<file path="src/rtl/power_emu_pkg.sv">
// Shared definitions for the multi-channel power emulator.
// Holds the register word addresses, CTRL/STATUS bit positions and the
// width helpers used to size the instantaneous sum and the accumulator.
package power_emu_pkg;

    // Register word addresses
    localparam logic [3:0] AddrCtrl   = 4'd0;
    localparam logic [3:0] AddrStatus = 4'd1;
    localparam logic [3:0] AddrWindow = 4'd2;
    localparam logic [3:0] AddrWidx   = 4'd3;
    localparam logic [3:0] AddrWdata  = 4'd4;
    localparam logic [3:0] AddrResLo  = 4'd5;
    localparam logic [3:0] AddrResHi  = 4'd6;
    localparam logic [3:0] AddrPeak   = 4'd7;
    localparam logic [3:0] AddrThresh = 4'd8;
    localparam logic [3:0] AddrWcount = 4'd9;

    // CTRL bit positions
    localparam int unsigned CtrlRun   = 0;
    localparam int unsigned CtrlClr   = 1;
    localparam int unsigned CtrlIrqEn = 2;
    localparam int unsigned CtrlCont  = 3;

    // STATUS bit positions
    localparam int unsigned StatDone    = 0;
    localparam int unsigned StatBusy    = 1;
    localparam int unsigned StatOver    = 2;
    localparam int unsigned StatOverrun = 3;

    // Width of one cycle's weighted sum: BITS plus log2(NCH) growth bits.
    function automatic int unsigned sum_width(input int unsigned nch, input int unsigned bits);
        return bits + $clog2(nch);
    endfunction

    // Accumulator width: a full window of maximum sums never overflows.
    function automatic int unsigned acc_width(input int unsigned nch, input int unsigned bits,
                                              input int unsigned cntw);
        return sum_width(nch, bits) + cntw;
    endfunction

endpackage

</file>
<file path="src/rtl/weighted_sum_tree.sv">
// Masked weight reduction for the power emulator (pipeline stage 2).
// Each weight is gated by its registered enable, the gated values are reduced
// by a balanced binary adder tree, and the result is registered as o_inst.
//   clk, reset_n : clock, asynchronous active-low reset
//   i_cges       : stage-1 registered enables (NCH)
//   i_weights    : per-channel weights (NCH x BITS)
//   o_inst       : registered instantaneous sum (BITS + clog2(NCH))
module weighted_sum_tree
    import power_emu_pkg::*;
#(
    parameter int unsigned NCH  = 12,
    parameter int unsigned BITS = 24
) (
    input  logic                                  clk,
    input  logic                                  reset_n,
    input  logic [NCH-1:0]                        i_cges,
    input  logic [NCH-1:0][BITS-1:0]              i_weights,
    output logic [sum_width(NCH, BITS)-1:0]       o_inst
);

    localparam int unsigned SW     = sum_width(NCH, BITS);
    localparam int unsigned Levels = $clog2(NCH);
    localparam int unsigned NumPad = 1 << Levels;

    // w_lvl[l][j] holds node j of tree level l; level 0 is the masked leaves,
    // padded with zeros up to a power of two.
    logic [SW-1:0] w_lvl [0:Levels][0:NumPad-1];
    logic [SW-1:0] r_inst;

    always_comb begin
        for (int unsigned l = 0; l <= Levels; l++) begin
            for (int unsigned j = 0; j < NumPad; j++) begin
                w_lvl[l][j] = '0;
            end
        end
        for (int unsigned j = 0; j < NCH; j++) begin
            w_lvl[0][j] = i_cges[j] ? SW'(i_weights[j]) : '0;
        end
        for (int unsigned l = 1; l <= Levels; l++) begin
            for (int unsigned j = 0; j < (NumPad >> l); j++) begin
                w_lvl[l][j] = w_lvl[l-1][2*j] + w_lvl[l-1][2*j+1];
            end
        end
    end

    always_ff @(posedge clk or negedge reset_n) begin
        if (!reset_n) begin
            r_inst <= '0;
        end else begin
            r_inst <= w_lvl[Levels][0];
        end
    end

    assign o_inst = r_inst;

endmodule

</file>
<file path="src/rtl/power_emulator_mc.sv">
// Multi-channel programmable-weight power emulator with a 32-bit register port.
// Samples NCH clock-gate enables each running cycle, sums per-channel weights,
// accumulates over a programmable window and reports window energy, peak
// instantaneous power and a threshold/completion interrupt.
//   clk, reset_n          : clock, asynchronous active-low reset
//   cges                  : per-channel enable samples
//   s_read, s_write       : register strobes
//   s_addr, s_wdata       : word address, write data
//   s_rdata               : registered read data (valid cycle after s_read)
//   irq                   : level interrupt
module power_emulator_mc
    import power_emu_pkg::*;
#(
    parameter int unsigned NCH  = 12,
    parameter int unsigned BITS = 24,
    parameter int unsigned CNTW = 16
) (
    input  logic            clk,
    input  logic            reset_n,
    input  logic [NCH-1:0]  cges,
    input  logic            s_read,
    input  logic            s_write,
    input  logic [3:0]      s_addr,
    input  logic [31:0]     s_wdata,
    output logic [31:0]     s_rdata,
    output logic            irq
);

    localparam int unsigned SW   = sum_width(NCH, BITS);
    localparam int unsigned ACCW = acc_width(NCH, BITS, CNTW);

    // Control / configuration
    logic                      r_run;
    logic                      r_irq_en;
    logic                      r_cont;
    logic [CNTW-1:0]           r_window;
    logic [3:0]                r_widx;
    logic [NCH-1:0][BITS-1:0]  r_weight;
    logic [31:0]               r_thresh;

    // Results / status
    logic [ACCW-1:0]           r_res;
    logic [SW-1:0]             r_peak;
    logic [31:0]               r_wcount;
    logic                      r_done;
    logic                      r_over;
    logic                      r_overrun;

    // Datapath
    logic [CNTW-1:0]           r_scnt;
    logic [NCH-1:0]            r_cges_s1;
    logic                      r_v1;
    logic                      r_last1;
    logic                      r_v2;
    logic                      r_last2;
    logic [ACCW-1:0]           r_acc;
    logic [31:0]               r_rdata;

    logic [SW-1:0]             w_inst;
    logic [CNTW-1:0]           w_win_eff;
    logic                      w_last_sample;
    logic                      w_wr_ctrl;
    logic                      w_wr_status;
    logic                      w_clr;
    logic                      w_end;
    logic [ACCW-1:0]           w_acc_sum;
    logic [63:0]               w_res64;
    logic [BITS-1:0]           w_weight_rd;
    logic [31:0]               w_rdata;

    // ---------------------------------------------------------------------
    // Write decode
    // ---------------------------------------------------------------------
    assign w_wr_ctrl   = s_write && (s_addr == AddrCtrl);
    assign w_wr_status = s_write && (s_addr == AddrStatus);
    assign w_clr       = w_wr_ctrl && s_wdata[CtrlClr];

    // ---------------------------------------------------------------------
    // Sample issue: windows are counted as samples enter stage 1 so that an
    // auto-stop after the last sample lets no extra sample into the pipeline.
    // ---------------------------------------------------------------------
    assign w_win_eff     = (r_window == '0) ? CNTW'(1) : r_window;
    // >= rather than == so a WINDOW shrunk mid-window still terminates.
    assign w_last_sample = r_run && (r_scnt >= (w_win_eff - CNTW'(1)));

    always_ff @(posedge clk or negedge reset_n) begin
        if (!reset_n) begin
            r_run     <= 1'b0;
            r_irq_en  <= 1'b0;
            r_cont    <= 1'b0;
            r_window  <= '0;
            r_widx    <= '0;
            r_thresh  <= '0;
            r_weight  <= '0;
        end else begin
            if (w_wr_ctrl) begin
                r_run    <= s_wdata[CtrlRun];
                r_irq_en <= s_wdata[CtrlIrqEn];
                r_cont   <= s_wdata[CtrlCont];
            end else if (w_last_sample && !r_cont) begin
                r_run    <= 1'b0;
            end
            if (s_write && (s_addr == AddrWindow)) r_window <= s_wdata[CNTW-1:0];
            if (s_write && (s_addr == AddrWidx))   r_widx   <= s_wdata[3:0];
            if (s_write && (s_addr == AddrThresh)) r_thresh <= s_wdata;
            for (int unsigned i = 0; i < NCH; i++) begin
                if (s_write && (s_addr == AddrWdata) && (r_widx == 4'(i))) begin
                    r_weight[i] <= s_wdata[BITS-1:0];
                end
            end
        end
    end

    // Stage 1 and valid/last tags for stage 2
    always_ff @(posedge clk or negedge reset_n) begin
        if (!reset_n) begin
            r_cges_s1 <= '0;
            r_scnt    <= '0;
            r_v1      <= 1'b0;
            r_last1   <= 1'b0;
            r_v2      <= 1'b0;
            r_last2   <= 1'b0;
        end else begin
            r_cges_s1 <= cges;
            if (w_clr) begin
                r_scnt  <= '0;
                r_v1    <= 1'b0;
                r_last1 <= 1'b0;
                r_v2    <= 1'b0;
                r_last2 <= 1'b0;
            end else begin
                if (r_run) r_scnt <= w_last_sample ? '0 : r_scnt + CNTW'(1);
                r_v1    <= r_run;
                r_last1 <= w_last_sample;
                r_v2    <= r_v1;
                r_last2 <= r_last1;
            end
        end
    end

    weighted_sum_tree #(
        .NCH  (NCH),
        .BITS (BITS)
    ) u_sum_tree (
        .clk       (clk),
        .reset_n   (reset_n),
        .i_cges    (r_cges_s1),
        .i_weights (r_weight),
        .o_inst    (w_inst)
    );

    // ---------------------------------------------------------------------
    // Stage 3: accumulate, peak, threshold, window close
    // ---------------------------------------------------------------------
    assign w_acc_sum = r_acc + ACCW'(w_inst);
    // clr suppresses a same-cycle window end entirely.
    assign w_end     = r_v2 && r_last2 && !w_clr;

    always_ff @(posedge clk or negedge reset_n) begin
        if (!reset_n) begin
            r_acc     <= '0;
            r_res     <= '0;
            r_peak    <= '0;
            r_wcount  <= '0;
            r_done    <= 1'b0;
            r_over    <= 1'b0;
            r_overrun <= 1'b0;
        end else if (w_clr) begin
            r_acc     <= '0;
            r_peak    <= '0;
            r_wcount  <= '0;
            r_done    <= 1'b0;
            r_over    <= 1'b0;
            r_overrun <= 1'b0;
        end else begin
            if (r_v2) r_acc <= w_end ? '0 : w_acc_sum;
            if (w_end) begin
                r_res    <= w_acc_sum;
                r_wcount <= r_wcount + 32'd1;
            end
            if (r_v2 && (w_inst > r_peak)) r_peak <= w_inst;

            // Hardware set has priority over a same-cycle W1C.
            if (w_end)                                   r_done <= 1'b1;
            else if (w_wr_status && s_wdata[StatDone])   r_done <= 1'b0;

            if (w_end && r_done)                         r_overrun <= 1'b1;
            else if (w_wr_status && s_wdata[StatOverrun]) r_overrun <= 1'b0;

            if (r_v2 && (32'(w_inst) > r_thresh))        r_over <= 1'b1;
            else if (w_wr_status && s_wdata[StatOver])   r_over <= 1'b0;
        end
    end

    // ---------------------------------------------------------------------
    // Read path
    // ---------------------------------------------------------------------
    assign w_res64 = 64'(r_res);

    always_comb begin
        w_weight_rd = '0;
        for (int unsigned i = 0; i < NCH; i++) begin
            if (r_widx == 4'(i)) w_weight_rd = r_weight[i];
        end
    end

    always_comb begin
        w_rdata = '0;
        case (s_addr)
            AddrCtrl:   w_rdata = {28'd0, r_cont, r_irq_en, 1'b0, r_run};
            AddrStatus: w_rdata = {28'd0, r_overrun, r_over, r_run, r_done};
            AddrWindow: w_rdata = 32'(r_window);
            AddrWidx:   w_rdata = {28'd0, r_widx};
            AddrWdata:  w_rdata = 32'(w_weight_rd);
            AddrResLo:  w_rdata = w_res64[31:0];
            AddrResHi:  w_rdata = w_res64[63:32];
            AddrPeak:   w_rdata = 32'(r_peak);
            AddrThresh: w_rdata = r_thresh;
            AddrWcount: w_rdata = r_wcount;
            default:    w_rdata = '0;
        endcase
    end

    // Sampled at the same edge as any write, so a simultaneous read sees pre-write state.
    always_ff @(posedge clk or negedge reset_n) begin
        if (!reset_n) begin
            r_rdata <= '0;
        end else if (s_read) begin
            r_rdata <= w_rdata;
        end
    end

    assign s_rdata = r_rdata;
    assign irq     = r_irq_en & (r_done | r_over | r_overrun);

endmodule

</file>
<file path="config.mk">
export PLATFORM = sky130hd
export DESIGN_NAME = power_emulator_mc
export DESIGN_NICKNAME = d
export VERILOG_FILES = /design/src/rtl/power_emu_pkg.sv /design/src/rtl/weighted_sum_tree.sv /design/src/rtl/power_emulator_mc.sv
export SDC_FILE = /design/constraint.sdc
export NUM_CORES = 2
export LEC_CHECK = 0
export CAP_MARGIN = 0
export CORE_ASPECT_RATIO = 0.8
export CORE_MARGIN = 1
export CORE_UTILIZATION = 25
export DETAILED_ROUTE_END_ITERATION = 16
export GPL_TIMING_DRIVEN = 0
export PLACE_DENSITY = 0.5
export REMOVE_ABC_BUFFERS = 1
export SLEW_MARGIN = 20
export SYNTH_ARGS = -nofsm -noshare
export SYNTH_HDL_FRONTEND = slang
export SYNTH_SLANG_ARGS = --single-unit
export TNS_END_PERCENT = 10
</file>
<file path="constraint.sdc">
create_clock -name clk -period 17.95 [get_ports clk]
set_clock_uncertainty 0.05 [all_clocks]
set_input_delay 3.59 -clock clk [delete_from_list [all_inputs] [get_ports clk]]
set_output_delay 3.59 -clock clk [all_outputs]
set_load 0.1 [all_outputs]
</file>
Word level (Yosys, flattened, before mapping). Cells that the tools add are included.

Add/subtract/negate cells: 15. Magnitude comparators: 3. Eq/ne operators: 20. Mux-type cells: 51. Bitwise operators: 4. Reductions and logical operators: 43.

Operator list (count): $mux W24 (24); $pmux W32 S10 (1); $add A28 B28 Y28 (11); $mux W44 (3); $mux W16 (4); $mux W32 (2); $mux W28 (2); $add A44 B28 Y44 (1); $add A32 B1 Y32 const B (1); $eq A4 B3 Y1 const B (8); $gt A28 B32 Y1 (1); $logic_and A1 B1 Y1 (29); $gt A28 B28 Y1 (1); $eq A4 B4 Y1 const B (6); $add A16 B1 Y16 const B (1); $eq A4 B2 Y1 const B (4); $ge A16 B16 Y1 (1); $logic_not A16 Y1 (1); $sub A16 B1 Y16 const B (1); $mux W1 (15); $reduce_bool A2 Y1 (5); $reduce_bool A3 Y1 (3); $eq A4 B1 Y1 const B (2); $logic_not A4 Y1 (2); 5 further kinds (7).

Bits in registers: 586. Bits of input ports: 52. Output and inout port bits: 33. Logic and storage cells: 169.

Longest topological paths before layout.
Depth after elaboration: 14. Gate-level depth with buffers: 23. Depth with buffers taken out: 22.

By module. From an unflattened synthesis, not the netlist that was laid out.

Cell total of the unflattened synthesis: 3923. Area total of the unflattened synthesis: 39544.2 sq um.

Modules (own cells, without submodules): power_emulator_mc (instances 1, cells each 2585, area each 28478.6 sq um, sequential area each 13963.4 sq um); weighted_sum_tree (instances 1, cells each 1338, area each 11065.6 sq um, sequential area each 700.7 sq um).

Worst setup path after synthesis. Ideal clock, no wire load.

Path type: reg2reg. Start: reg r_cges_s1[3]. End: reg u_sum_tree.r_inst[26] (netlist: u_sum_tree.o_inst[26]). Library setup time: 0.069 ns. Arrival time: 5.914 ns. Required time: 17.831 ns. Path slack: 11.918 ns. Cell stages (with the launch flop): 22. Buffers on the path: 1. Clock period less this slack: 6.032 ns. Path through: dfrtp_1 > clkbuf_1 > nand2_1 > fa_1 > fa_1 > inv_1 > fa_1 > fa_1 > inv_1 > fa_1 > inv_1 > ha_1 > fa_1 > a211oi_2 > o21ai_1 > nand3_1 > nand3_2 > o31a_1 > a41o_1 > o41a_1 > or4_1 > nand3_1.

RTL lines: start: declaration (RTL line power_emulator_mc.sv:51) `logic [NCH-1:0] r_cges_s1;`; start signal: assignment (RTL line power_emulator_mc.sv:124) `r_cges_s1 <= cges;`; end signal: assignment (RTL line weighted_sum_tree.sv:50) `r_inst <= w_lvl[Levels][0];`; end: declaration (RTL line weighted_sum_tree.sv:28) `logic [SW-1:0] r_inst;`.

Worst setup path after layout.
Start: in s_addr[2]. End: reg r_weight[71] (netlist name).

Word-level cells in the longest chain between the ends: 3.

RTL lines: start: declaration (RTL line power_emulator_mc.sv:23) `input logic [3:0] s_addr,`; $eq A4 B3 Y1 (RTL line power_emulator_mc.sv:107) `if (s_write && (s_addr == AddrWdata) && (r_widx == 4'(i))) begin`; $logic_and A1 B1 Y1 (2 in a row) (RTL line power_emulator_mc.sv:107); end signal: indexed assignment (RTL line power_emulator_mc.sv:108) `r_weight[i] <= s_wdata[BITS-1:0];`; end: declaration (RTL line power_emulator_mc.sv:38) `logic [NCH-1:0][BITS-1:0] r_weight;`.

Every way passes these cells. A chain may end at the register's enable or synchronous reset.

==> metrics <==
outcome finished, final reports clean; WL/cell around 22 um; crit-path cells clkdlybuf4s50_1, nand2b_1, nor3_4, and2_1, nand3_4, mux2_2; worst min path class register to register; DP Wirelength 90.46 mm; Post-synth EDFFs 0; worst skew pair latency 0.68 ns; Post-Syn Area about 37000 sq um; GRT overflow 0; Root Driver clkbuf_16; pre-CTS WS 9.960 ns; final net count 3974; Pleak a little under 20 nW; fmax ~0.14 GHz; Critical Path Source s_addr[2]; Switch Pwr about 0.0019 W; crit-path max cell delay just over 0.9 ns; count leader, synth dfrtp_1; slack of the critical path between 10 and 15 ns; routed wire length between 100 and 150 mm; initial antenna violation count 9; cell taking the most area after synthesis dfrtp_1; Power Density 115.7 nW/um^2; overall global routing resource usage 16.43%; critical path's top delay family simple AND/OR/NAND/NOR gates; worst rel slew slack 24.86%; Synth Instances approximately 3500; I/O Buffers 84; asr flop ratio synth 100.0%; Synth top area share 39.61%; CTS buffer count between 60 and 70; Setup Total Neg Slack 0 ns; Distinct cells, synth 84; vias in the first global route around 27000; Worst Tran Pin Value about 1.1 ns; Crit. End Element register; Crit-path slowest cell clkdlybuf4s50_1; Max FO, Critical Path 24; initial core utilization between 20 and 30%; sequential cell area 14690 sq um; 1st-iter DRT viols 2581; first-pass GRT wire length approximately 180 mm; Seq pwr share roughly 36%; Yosys reg bits about 590; top cells by area, synth dfrtp_1 (40%), fa_1 (13%), mux2_2 (11%), ha_1 (4.6%), nand2_1 (4.3%); hold buffer count at CTS 0; Crit Path Class primary input to register; post-CTS repair timing setup buffer count 0; H-tree depth 3; Longest Clk Path Bufs 3; CTS sink count 586; Ys Warns 0; hold_sp r_last1; CTS tree done; area of the multi-input gates 20540 sq um; Final setup viols 0; largest net degree at the start of global routing 93; vias ~27000; Final min period 7.384 ns; sequential share of the synthesized area between 30% and 40%; combinational fraction of design power between 30% and 40%; Pint approximately 0.003 W; die extent in y 346.2 um; Worst IR Drop VDD 0.07426 mV; Avg Cell Area, Syn around 10 sq um; gp weighted congestion approximately 0.85; Die ar. approximately 150000 sq um; clock power share a little under a third; CP bufs+invs 1; Resized Gates After CTS 0; Core Area ~150000 sq um; Area Growth Syn to Fin 16.13%; Fin. Hold Viols 0; First-pass DRT Iterations 6; share of cells above drive strength 1 between 10% and 20%; clock-pin slew on the worst setup and hold paths 0.06 ns; chip width around 430 um; fillcell total about 15000; startpoint types primary input; number of max-cap violations 0; reg-to-reg startpoint r_cges_s1[11]; Post-synth top cells dfrtp_1 (586), nand2_1 (423), mux2_2 (351), inv_1 (329), fa_1 (238); main flop type after synthesis dfrtp_1; Critical Path AT around 7.9 ns; Post-route DRC 0; fin. max-slew vios 0; I/O pin cnt 85; row cnt around 130; vias per cell 4.859; sw frac a little under two fifths; Detail Route Antenna Nets 0; Required @ worst endpoint between 15 and 20 ns; period utilization ~41%; RSZ-0062 raised after global routing no
[power groups by stage]
stage	registers [W]	logic [W]	clock network, W
after global routing	0.00182	0.00186	0.00159
after detailed placement	0.00181	0.00165	0
after floorplan	0.00175	0.00106	0
after CTS	0.00179	0.00167	0.00155
after global placement	0.00184	0.00156	0
final	0.00180	0.00167	0.00150
[registers in the layout (all words and copies together), names as in the netlist]
| register | flops |
|---|---|
| r_done | 1 |
| r_v1 | 1 |
| s_rdata | 32 |
| r_thresh | 32 |
| r_last1 | 1 |
| r_last2 | 1 |
| r_acc | 44 |
| r_weight | 288 |
| r_window | 16 |
| r_overrun | 1 |
| r_run | 1 |
| u_sum_tree.o_inst | 28 |
| r_cont | 1 |
| r_res | 44 |
| r_irq_en | 1 |
| r_over | 1 |
| r_cges_s1 | 12 |
| r_v2 | 1 |
| r_scnt | 16 |
| r_peak | 28 |
| r_wcount | 32 |
| r_widx | 4 |
[cells in the final DEF (no fill, tap or decap), types with 72 or more instances in the layout]
cell type | netlist | layout
mux2_2 | 351 | 351
nand3_1 | 75 | 72
nand2_1 | 423 | 410
fa_1 | 238 | 238
dfrtp_1 | 586 | 572
inv_1 | 329 | 328
and2_1 | 105 | 105
o21ai_0 | 200 | 200
a21oi_1 | 147 | 146
clkdlybuf4s50_1 | 0 | 83
nor2_1 | 134 | 124
ha_1 | 136 | 136
[cell type report]
type / count / area share (%)
Tap cell: 1968 / 5.728
Timing Repair Buffer: 132 / 3.958
Sequential cell: 586 / 34.16
Antenna cell: 1 / 0.005821
Clock inverter: 28 / 0.8120
Clock buffer: 96 / 4.677
Multi-Input combinational cell: 2431 / 47.78
Inverter: 329 / 2.873
[layer usage]
layer	GRT usage, %	wire length, um	vias up
li1	-	-	12170
met1	24.40	59550	13840
met2	23.01	50380	899
met3	4.350	9983	146
met4	4.740	3381	6
met5	0	40	-
[kinds of logic (layout without fill, tap and decap cells)]
kind of cell	Yosys count	in the layout	synth area share, %
AOI/OAI and AO/OA	648	648	11.44
muxes	390	390	12.10
buffers and inverters	514	585	5.388
xor gates and xnor gates	103	103	2.437
adders and majority gates	374	374	17.47
other	0	1	0
and+or+nand+nor	916	916	11.55
DFF	586	586	39.61
[metrics by stage]
step	hold slack [ns]	utilization [%]	instances	cell area, sq um	power, W
floorplan	0.3777	-	3346	36260	0.002810
global placement	0.3908	27.08	5398	39560	0.003404
detailed placement	0.3864	27.80	5445	40610	0.003469
CTS	0.4006	29.42	5569	42970	0.005003
global route	0.4293	29.43	5571	42990	0.005276
finish	0.3965	29.43	5571	42990	0.004972
[path summary, 6_finish.rpt]
path | end | slack (ns) | cells after the start
worst min register to register | r_last2 | 0.40 | 1
worst min-delay path | r_last2 | 0.40 | 1
worst max register to register | u_sum_tree.o_inst[26] | 10.90 | 19
max in group asynchronous | r_cges_s1[6] | 12.97 | 5
min in group asynchronous | r_res[33] | 2.80 | 1
worst max-delay path | r_weight[71] | 10.57 | 6
[worst register-to-register path, cell delays in order (launching register included)]
cell      delay (ns)
dfrtp_1         1.03
and2_1          0.29
fa_1            0.46
fa_1            0.53
fa_1            0.44
fa_1            0.50
inv_1           0.05
fa_1            0.48
inv_1           0.04
ha_1            0.24
fa_1            0.50
a211oi_2        0.30
o21ai_1         0.14
nand3_1         0.10
nand3_2         0.14
o31a_1          0.36
a41o_1          0.27
o41a_1          0.37
or4_1           0.41
nand3_1         0.22
Power figures use the tool's default switching activity.
